**config.mk**
```make
export PLATFORM = sky130hd
export DESIGN_NAME = program_counter
export DESIGN_NICKNAME = d
export VERILOG_FILES = /design/src/rtl/program_counter.sv
export SDC_FILE = /design/constraint.sdc
export NUM_CORES = 1
export LEC_CHECK = 0
export BUFFER_PORTS_ARGS = -buffer_cell sky130_fd_sc_hd__buf_2
export CAP_MARGIN = 20
export CORE_ASPECT_RATIO = 0.8
export CORE_MARGIN = 10
export CORE_UTILIZATION = 60
export DETAILED_ROUTE_END_ITERATION = 12
export PLACE_DENSITY = 0.78
export SLEW_MARGIN = 10
export SYNTH_ARGS = -nofsm -noshare
export SYNTH_HDL_FRONTEND = slang
export SYNTH_SLANG_ARGS = --single-unit
```
**constraint.sdc**
```tcl
create_clock -name Clk -period 4 [get_ports Clk]
set_clock_uncertainty 0.15 [all_clocks]
set_input_delay 0.8 -clock Clk [delete_from_list [all_inputs] [get_ports Clk]]
set_output_delay 0.8 -clock Clk [all_outputs]
set_load 0.005 [all_outputs]
```
**src/rtl/program_counter.sv**
```systemverilog
// Fetch-side program counter with a loadable branch-target LUT and IDLE/RUN/HALT sequencing.
// Optional taken-branch counter enabled by defining PC_BRANCH_COUNT_EN.
module program_counter #(
   parameter int PC_WIDTH  = 10,
   parameter int LUT_DEPTH = 32
) (
   input  logic                Clk,
   input  logic                Reset,
   input  logic                Start,
   input  logic                Halt,
   input  logic                Branch,
   input  logic [4:0]          Target,
   input  logic                LutWe,
   input  logic [4:0]          LutAddr,
   input  logic [PC_WIDTH-1:0] LutData,
   output logic [PC_WIDTH-1:0] ProgCtr,
   output logic                FetchEn,
   output logic                Done,
   output logic [15:0]         BranchCount
);

   typedef enum logic [1:0] {
      ST_IDLE,
      ST_RUN,
      ST_HALT
   } state_t;

   state_t              state_q, state_d;
   logic [PC_WIDTH-1:0] pc_q, pc_d;
   logic [PC_WIDTH-1:0] lut_q [LUT_DEPTH];
   logic [PC_WIDTH-1:0] lut_d [LUT_DEPTH];
   logic [PC_WIDTH-1:0] branch_target;
   logic                target_in_range;
   logic                waddr_in_range;

   assign target_in_range = ({27'd0, Target} < 32'(LUT_DEPTH));
   assign waddr_in_range  = ({27'd0, LutAddr} < 32'(LUT_DEPTH));

   // Reads the pre-write entry so a same-edge write and branch use the old target.
   always_comb begin
      branch_target = '0;
      if (target_in_range) begin
         branch_target = lut_q[Target];
      end
   end

   always_comb begin
      lut_d = lut_q;
      if (LutWe && waddr_in_range) begin
         lut_d[LutAddr] = LutData;
      end
   end

   always_comb begin
      state_d = state_q;
      pc_d    = pc_q;
      case (state_q)
         ST_IDLE, ST_HALT: begin
            if (Start) begin
               state_d = ST_RUN;
               pc_d    = '0;
            end
         end
         ST_RUN: begin
            if (Halt) begin
               state_d = ST_HALT;
            end else if (Branch) begin
               pc_d = branch_target;
            end else begin
               pc_d = pc_q + PC_WIDTH'(1);
            end
         end
         default: begin
            state_d = ST_IDLE;
            pc_d    = '0;
         end
      endcase
   end

   always_ff @(posedge Clk) begin
      if (Reset) begin
         state_q <= ST_IDLE;
         pc_q    <= '0;
         lut_q   <= '{default: '0};
      end else begin
         state_q <= state_d;
         pc_q    <= pc_d;
         lut_q   <= lut_d;
      end
   end

   assign ProgCtr = pc_q;
   assign FetchEn = (state_q == ST_RUN);
   assign Done    = (state_q == ST_HALT);

`ifdef PC_BRANCH_COUNT_EN
   logic [15:0] cnt_q, cnt_d;

   // Cleared when a run launches; saturates rather than wrapping.
   always_comb begin
      cnt_d = cnt_q;
      if ((state_q != ST_RUN) && Start) begin
         cnt_d = '0;
      end else if ((state_q == ST_RUN) && !Halt && Branch && (cnt_q != 16'hFFFF)) begin
         cnt_d = cnt_q + 16'd1;
      end
   end

   always_ff @(posedge Clk) begin
      if (Reset) begin
         cnt_q <= '0;
      end else begin
         cnt_q <= cnt_d;
      end
   end

   assign BranchCount = cnt_q;
`else
   assign BranchCount = 16'h0000;
`endif

endmodule

```
==> results of run 1 <==
state kept, by name, summed over array words and instances, names as in the netlist:
signal and flops:
ProgCtr 10, lut_q 320, state_q 2
path summary, 6_finish.rpt:
kind / start / end / slack, ps / cells past startpoint
setup / recovery: Target[1] / ProgCtr[7]$_SDFFE_PP0P_ / 1030 / 7
hold / removal: lut_q[143]$_SDFFE_PP0P_ / lut_q[143]$_SDFFE_PP0P_ / 300 / 2
setup reg to reg: state_q[0]$_SDFFE_PP0P_ / ProgCtr[7]$_SDFFE_PP0P_ / 1850 / 4
hold reg to reg: lut_q[143]$_SDFFE_PP0P_ / lut_q[143]$_SDFFE_PP0P_ / 300 / 2
synthesized netlist by cell type, types with 3 or more instances:
cell,number,share of area
sky130_fd_sc_hd__dfxtp_1,332,0.44
sky130_fd_sc_hd__a211oi_1,6,0.0030
sky130_fd_sc_hd__nor4_1,3,0.0012
sky130_fd_sc_hd__buf_8,3,0.0030
sky130_fd_sc_hd__nand3_1,74,0.024
sky130_fd_sc_hd__mux4_1,8,0.014
sky130_fd_sc_hd__a21oi_1,86,0.028
sky130_fd_sc_hd__nor2_4,16,0.012
sky130_fd_sc_hd__buf_6,5,0.0037
sky130_fd_sc_hd__a22o_1,5,0.0029
sky130_fd_sc_hd__mux4_2,13,0.019
sky130_fd_sc_hd__mux2i_1,380,0.25
sky130_fd_sc_hd__buf_4,26,0.013
sky130_fd_sc_hd__nor2b_1,15,0.0062
sky130_fd_sc_hd__nand2_1,92,0.023
sky130_fd_sc_hd__or2_2,5,0.0021
sky130_fd_sc_hd__a22oi_1,49,0.024
sky130_fd_sc_hd__nor3b_1,8,0.0040
sky130_fd_sc_hd__o221ai_1,4,0.0023
sky130_fd_sc_hd__and2_1,4,0.0016
sky130_fd_sc_hd__nor2_1,266,0.066
sky130_fd_sc_hd__buf_12,4,0.0053
sky130_fd_sc_hd__nand2b_1,3,0.0012
sky130_fd_sc_hd__buf_2,10,0.0033
sky130_fd_sc_hd__o22ai_1,4,0.0016
sky130_fd_sc_hd__a221oi_1,4,0.0023
sky130_fd_sc_hd__nand3b_1,6,0.0030
sky130_fd_sc_hd__a21o_1,4,0.0020
sky130_fd_sc_hd__clkbuf_1,95,0.023
sky130_fd_sc_hd__and3_1,3,0.0012
sky130_fd_sc_hd__o21ai_0,6,0.0020
cell type report:
type | count | area share
clock inverter | 9 | 0.00477
sequential | 332 | 0.409
tap | 324 | 0.0249
multi-input combinational | 1105 | 0.482
clock buffer | 47 | 0.0575
timing repair buffer | 56 | 0.0218
routing by layer:
layer | vias up | track usage
li1 | 5372 | -
met3 | 87 | 0.0787
met1 | 5670 | 0.350
met2 | 572 | 0.389
met5 | - | 0
met4 | 0 | 0.0844
per-stage QoR:
stage	hold WS, ps	total power, uW
6_report	303	6820
5_1_grt	317	7000
4_1_cts	304	6830
3_5_place_dp	295	3960
3_3_place_gp	289	3950
2_1_floorplan	282	3820
placed cells by master (no fill, tap or decap), types with 13 or more instances in the layout:
cell type                   instances
sky130_fd_sc_hd__mux4_2            13
sky130_fd_sc_hd__a22oi_1           49
sky130_fd_sc_hd__buf_4             20
sky130_fd_sc_hd__nor2b_1           15
sky130_fd_sc_hd__a21oi_1           86
sky130_fd_sc_hd__dfxtp_1          332
sky130_fd_sc_hd__nor2_4            17
sky130_fd_sc_hd__clkbuf_16         31
sky130_fd_sc_hd__mux2i_1          380
sky130_fd_sc_hd__nor2_1           265
sky130_fd_sc_hd__nand3_1           74
sky130_fd_sc_hd__nand2_1           92
sky130_fd_sc_hd__conb_1            16
sky130_fd_sc_hd__buf_2             34
critical path, stage by stage:
cell and delay, ps:
sky130_fd_sc_hd__buf_4 480, sky130_fd_sc_hd__nor2b_1 750, sky130_fd_sc_hd__buf_4 290, sky130_fd_sc_hd__a22oi_1 110, sky130_fd_sc_hd__a21oi_1 320, sky130_fd_sc_hd__nor4_1 100
sky130_fd_sc_hd__a221o_1 350
power groups by stage:
| stage | logic, uW | registers [uW] | clock network, uW |
|---|---|---|---|
| 2_1_floorplan | 382 | 3440 | 0 |
| 3_3_place_gp | 506 | 3450 | 0 |
| 3_5_place_dp | 508 | 3450 | 0 |
| 4_1_cts | 511 | 3370 | 2940 |
| 5_1_grt | 551 | 3380 | 3070 |
| 6_report | 526 | 3380 | 2920 |
cells by family (layout without fill, tap and decap cells):
family                     Yosys count  in the layout
adders and majority gates            1              1
DFF                                332            332
xor gates and xnor gates             1              1
and+or+nand+nor                    508            508
buffers and inverters              143            112
AOI/OAI and AO/OA                  178            178
other                                1             16
muxes                              401            401
==> results.txt, run 1 <==
----------------------------------------------------
[Run status]
  Status ... completed

[Timing]
  Final period utilization ... 0.742
  Unrepaired setup endpoints after global routing ... false
  Final setup violation count ... 0
  Final count of hold timing violations ... 0
  Transition time at the pin with the least slew margin ... 1200 ps
  Final number of max-transition violations ... 0
  Total Negative Setup Slacks ... 0 ps
  Maximum operating frequency ... 0.337 GHz
  Post-route minimum period ... 2970 ps
  Relative max-transition margin ... 0.198
  Final critical-path setup slack ... 1030 ps

[Synth]
  Async set-reset flop share out of synthesis ... 0
  Cell area after synthesis ... 15,200 sq um
  Post-synthesis sequential area ratio ... 0.437
  Combinational family with the most area after synthesis ... multiplexers
  Number of warnings printed during yosys synthesis ... 0
  Mux contribution to synthesized area ... 0.283
  Number of standard cells after synthesis ... 1,565
  Predominant post-synthesis flop cell ... sky130_fd_sc_hd__dfxtp_1
  Area fraction in compound gates after synthesis ... 0.0739
  Post-synthesis register bit count ... 332
  Post-synthesis share of cell area spent on full adders, half adders and majority gates ... 0.000823
  Area share of and/or/nand/nor cells after synthesis ... 0.152
  Average instance area after synthesis ... 9.71 sq um
  Xor/xnor cell area share of the yosys netlist ... 0.000576
  Distinct cells, synth ... 51
  Count of flip-flops with a built-in enable after synthesis ... 0

[Finish]
  Layout Nets ... 1,553
  Filler Cells Inserted ... 2,022
  Non-filler cells in the finished layout ... 1,873
  Post-route design area ... 16,300 sq um
  Area of the multi-input gates ... 7840 sq um
  Final core utilization ... 0.648
  FF+latch area ... 6650 sq um
  Antenna cells ... 0
  Area growth from synthesis to final layout ... 6.98%
  Share of layout cells above drive strength 1 ... 0.0949

[Global route]
  Number of global-route vias before repair ... 10,900
  GRT Resource Usage Total ... 0.260
  Leftover overflow at the end of global routing ... 0
  Number of antenna violations at the first check in global routing ... 0
  Largest net degree at the start of global routing ... 136
  Wire length of the first global-routing pass ... 65,400 um

[Die]
  Initial Utilization ... 0.605
  Full die area ... 32,100 sq um
  Width of the die ... 198 um
  Core area ... 25,100 sq um
  Num ports ... 54
  Std cell rows ... 52
  Overall die height ... 162 um

[Placement]
  Place WS ... 534 ps
  Number of buffer cells added on primary ports ... 37
  Area post-placement ... 15,200 sq um
  Final weighted congestion in routability-driven placement ... 1.04
  Final HPWL DP ... 28,400 um
  Placed cell count ... 1,817

[Drt]
  Residual DRC count ... 0
  Drt first pass iters ... 6
  Total length of routed met2 wires ... 19,000 um
  Routed metal-1 wirelength ... 18,100 um
  Total length of routed met3 wires ... 5010 um
  Drt via density ... 6.25
  Total detailed-routing wirelength ... 43,400 um
  Top Metal Used ... met4
  Routed vias ... 11,700
  Post-route antenna net violation count ... 0
  DRC marker count from the first detailed-route iteration ... 1,412
  Drt wl/cell ... 23.2 um

[Worst setup path]
  Worst Path Arrival ... 3250 ps
  Crit path max fanout ... 35
  Data required time at the worst endpoint ... 4280 ps
  Element type at the critical path start ... input pin
  Setup crit end kind ... flop
  Critical path class ... input pin to flop

[Clocking]
  Clock tree from TritonCTS ... built
  Number of H-tree branching levels ... 1
  Worst-skew pair later-pin latency ... 560 ps
  Number of clock buffers inserted by TritonCTS ... 31
  CTS hold repair buffers ... 0
  Clock root cell ... sky130_fd_sc_hd__clkbuf_16
  Largest buffer count on any clock path ... 3
  Post-CTS Setup Inserts ... 0
  Clock Sink Count ... 332
  Worst-path clk slew ... 60 ps
  Number of cells upsized or downsized after cts ... 0

[Pwr]
  Switching power total ... 1650 uW
  Power share of the sequential group ... 0.495
  Combinational share of power ... 0.077
  Total power per unit cell area ... 420 nW/um^2
  Switching part of the total power ... 0.242
  Lkg Pwr ... 0.00655 uW
  Worst-case vdd ir drop ... 0.000307 V
  Cell internal pwr ... 5170 uW
  Clock power frac ... 0.428

[Flow run]
  Total of max-cap violations ... 0

[Hold path]
  Hold Crit Class ... flop to flop

----------------------------------------------------
Power figures use the tool's default switching activity.
==> run 2, diff against run 1 <==
Settings changed: CORE_UTILIZATION 60 to 56, PLACE_DENSITY 0.78 to 0.76.
Clock period 4 ns to 2.7 ns, I/O delays scaled along.
==> run 2 against run 1 <==
  * Cell area rose by 3.0%
  * Critical path depth down 1
  * Combinational power rose by 60%
  * Global-route usage decreased by 1.1 points
  * Via count up 2.1%
  * Hold slack got worse by 170 ps
  * Register-to-register slack worse by 1200 ps
  * Largest cell class unchanged
==> results.txt, run 2 (synthesized netlist as in run 1, its figures left out) <==
----------------------------------------------------
[Run status]
  Status ... completed

[Clocking]
  Number of cells upsized or downsized after cts ... 0
  Clock root cell ... sky130_fd_sc_hd__clkbuf_16
  Worst-path clk slew ... 70 ps
  Post-CTS Setup Inserts ... 0
  CTS hold repair buffers ... 0
  Worst-skew pair later-pin latency ... 580 ps
  Clock Sink Count ... 332
  Clock tree from TritonCTS ... built
  Number of clock buffers inserted by TritonCTS ... 31
  Largest buffer count on any clock path ... 3
  Number of H-tree branching levels ... 1

[Global route]
  GRT Resource Usage Total ... 0.249
  Leftover overflow at the end of global routing ... 0
  Number of global-route vias before repair ... 11,200
  Number of antenna violations at the first check in global routing ... 3
  Largest net degree at the start of global routing ... 174
  Wire length of the first global-routing pass ... 67,600 um

[Placement]
  Final HPWL DP ... 29,100 um
  Number of buffer cells added on primary ports ... 37
  Placed cell count ... 1,884
  Final weighted congestion in routability-driven placement ... 0.992
  Area post-placement ... 15,600 sq um

[Finish]
  Filler Cells Inserted ... 2,163
  Non-filler cells in the finished layout ... 1,944
  Area growth from synthesis to final layout ... 10.1%
  Max reg flops ... 320
  Post-route design area ... 16,700 sq um
  Layout Nets ... 1,587
  Share of layout cells above drive strength 1 ... 0.117
  Final core utilization ... 0.631
  Most common library cell in the layout ignoring fill and taps ... sky130_fd_sc_hd__mux2i_1
  Leading cell types in the layout, fill and taps excluded ... 380 x sky130_fd_sc_hd__mux2i_1, 332 x sky130_fd_sc_hd__dfxtp_1, 265 x sky130_fd_sc_hd__nor2_1
  Biggest register ... lut_q

[Drt]
  Routed vias ... 11,900
  DRC marker count from the first detailed-route iteration ... 1,442
  Total detailed-routing wirelength ... 43,800 um
  Drt via density ... 6.14
  Drt first pass iters ... 7
  Residual DRC count ... 0
  Post-route antenna net violation count ... 0
  Drt wl/cell ... 22.5 um

[Die]
  Full die area ... 34,200 sq um
  Num ports ... 54
  Width of the die ... 204 um
  Core area ... 26,500 sq um
  Initial Utilization ... 0.573
  Std cell rows ... 53
  Overall die height ... 167 um

[Worst setup path]
  Critical path class ... input pin to flop
  Worst Path Arrival ... 2610 ps
  Slowest CP cell ... sky130_fd_sc_hd__nor2b_1
  Cell type group with the largest total delay on the critical path ... simple AND/OR/NAND/NOR gates
  Element type at the critical path start ... input pin
  Setup crit end kind ... flop
  Data required time at the worst endpoint ... 3010 ps
  Crit path max fanout ... 18
  Buffers and inverters on the worst path ... 1
  Maximum single-stage delay on the critical path ... 810 ps
  Critical-path cell list ... buf_4 > nor2b_1 > a22oi_1 > a21oi_1 > nor2_1 > a31o_1

[Timing]
  Final count of hold timing violations ... 0
  Final setup violation count ... 0
  Transition time at the pin with the least slew margin ... 941 ps
  Maximum operating frequency ... 0.435 GHz
  Final number of max-transition violations ... 0
  Relative max-transition margin ... 0.372
  Unrepaired setup endpoints after global routing ... false
  WHS ... 135 ps
  Final period utilization ... 0.852
  Post-route minimum period ... 2300 ps

[Hold path]
  Hold Crit Class ... input pin to flop

[Pwr]
  Total power per unit cell area ... 632 nW/um^2
  Total design power ... 10,600 uW
  Worst-case vdd ir drop ... 0.000504 V
  Lkg Pwr ... 0.00679 uW

[Flow run]
  Total of max-cap violations ... 0

----------------------------------------------------
[run 2: cell count changes in the layout (fill, tap and decap cells not counted), moves of 3 or more]
| cell | delta |
|---|---|
| sky130_fd_sc_hd__buf_12 | +7 |
| sky130_fd_sc_hd__buf_4 | +27 |
| sky130_fd_sc_hd__bufinv_16 | +4 |
| sky130_fd_sc_hd__clkbuf_1 | -3 |
[run 2: worst paths after layout]
path,startpoint,end,slack (ps),cells after the start
max reg2reg,ProgCtr[0]$_SDFFE_PP0P_,ProgCtr[8]$_SDFFE_PP0P_,660,6
max,Target[0],ProgCtr[3]$_SDFFE_PP0P_,400,6
min,Halt,state_q[1]$_SDFFE_PP0P_,130,3
min reg2reg,lut_q[310]$_SDFFE_PP0P_,lut_q[310]$_SDFFE_PP0P_,300,2
[run 2: cell type report]
type                    count  area, sq um  area share
flip-flops and latches    332         6650       0.397
clock buffers              42          897      0.0536
well taps                 357          447      0.0267
clock inverters            16          214      0.0128
repair buffers             90          698      0.0417
diodes                      2         5.00    0.000299
multi-input cells        1105         7840       0.468
[run 2: worst min-delay path: cells and delay by family]
family | cells | cell delay (ps)
AO/OA/AOI/OAI | 1 | 80
AND/OR/NAND/NOR | 1 | 70
buffers and inverters | 1 | 130
[run 2: where the power goes]
group          internal [uW]  switching, uW  leakage (uW)  total (uW)
Combinational            279            560       0.00357         840
Clock                   2800           1940      0.000550        4740
Sequential              4950           58.3       0.00268        5010
[run 2: per-layer routing]
| layer | up-vias | track usage | routed length, um | part of all wire |
|---|---|---|---|---|
| met1 | 5852 | 0.352 | 19200 | 0.44 |
| met5 | - | 0.0267 | 119 | 0.0027 |
| li1 | 5446 | - | - | - |
| met3 | 69 | 0.0683 | 4810 | 0.11 |
| met4 | 4 | 0.0537 | 760 | 0.017 |
| met2 | 573 | 0.366 | 18900 | 0.43 |
[run 2: metrics by stage]
step	setup slack, ps	setup TNS [ps]
CTS	586	0
global placement	-22.5	-22.5
global route	485	0
detailed placement	-22.0	-25.8
floorplan	587	0
finish	401	0
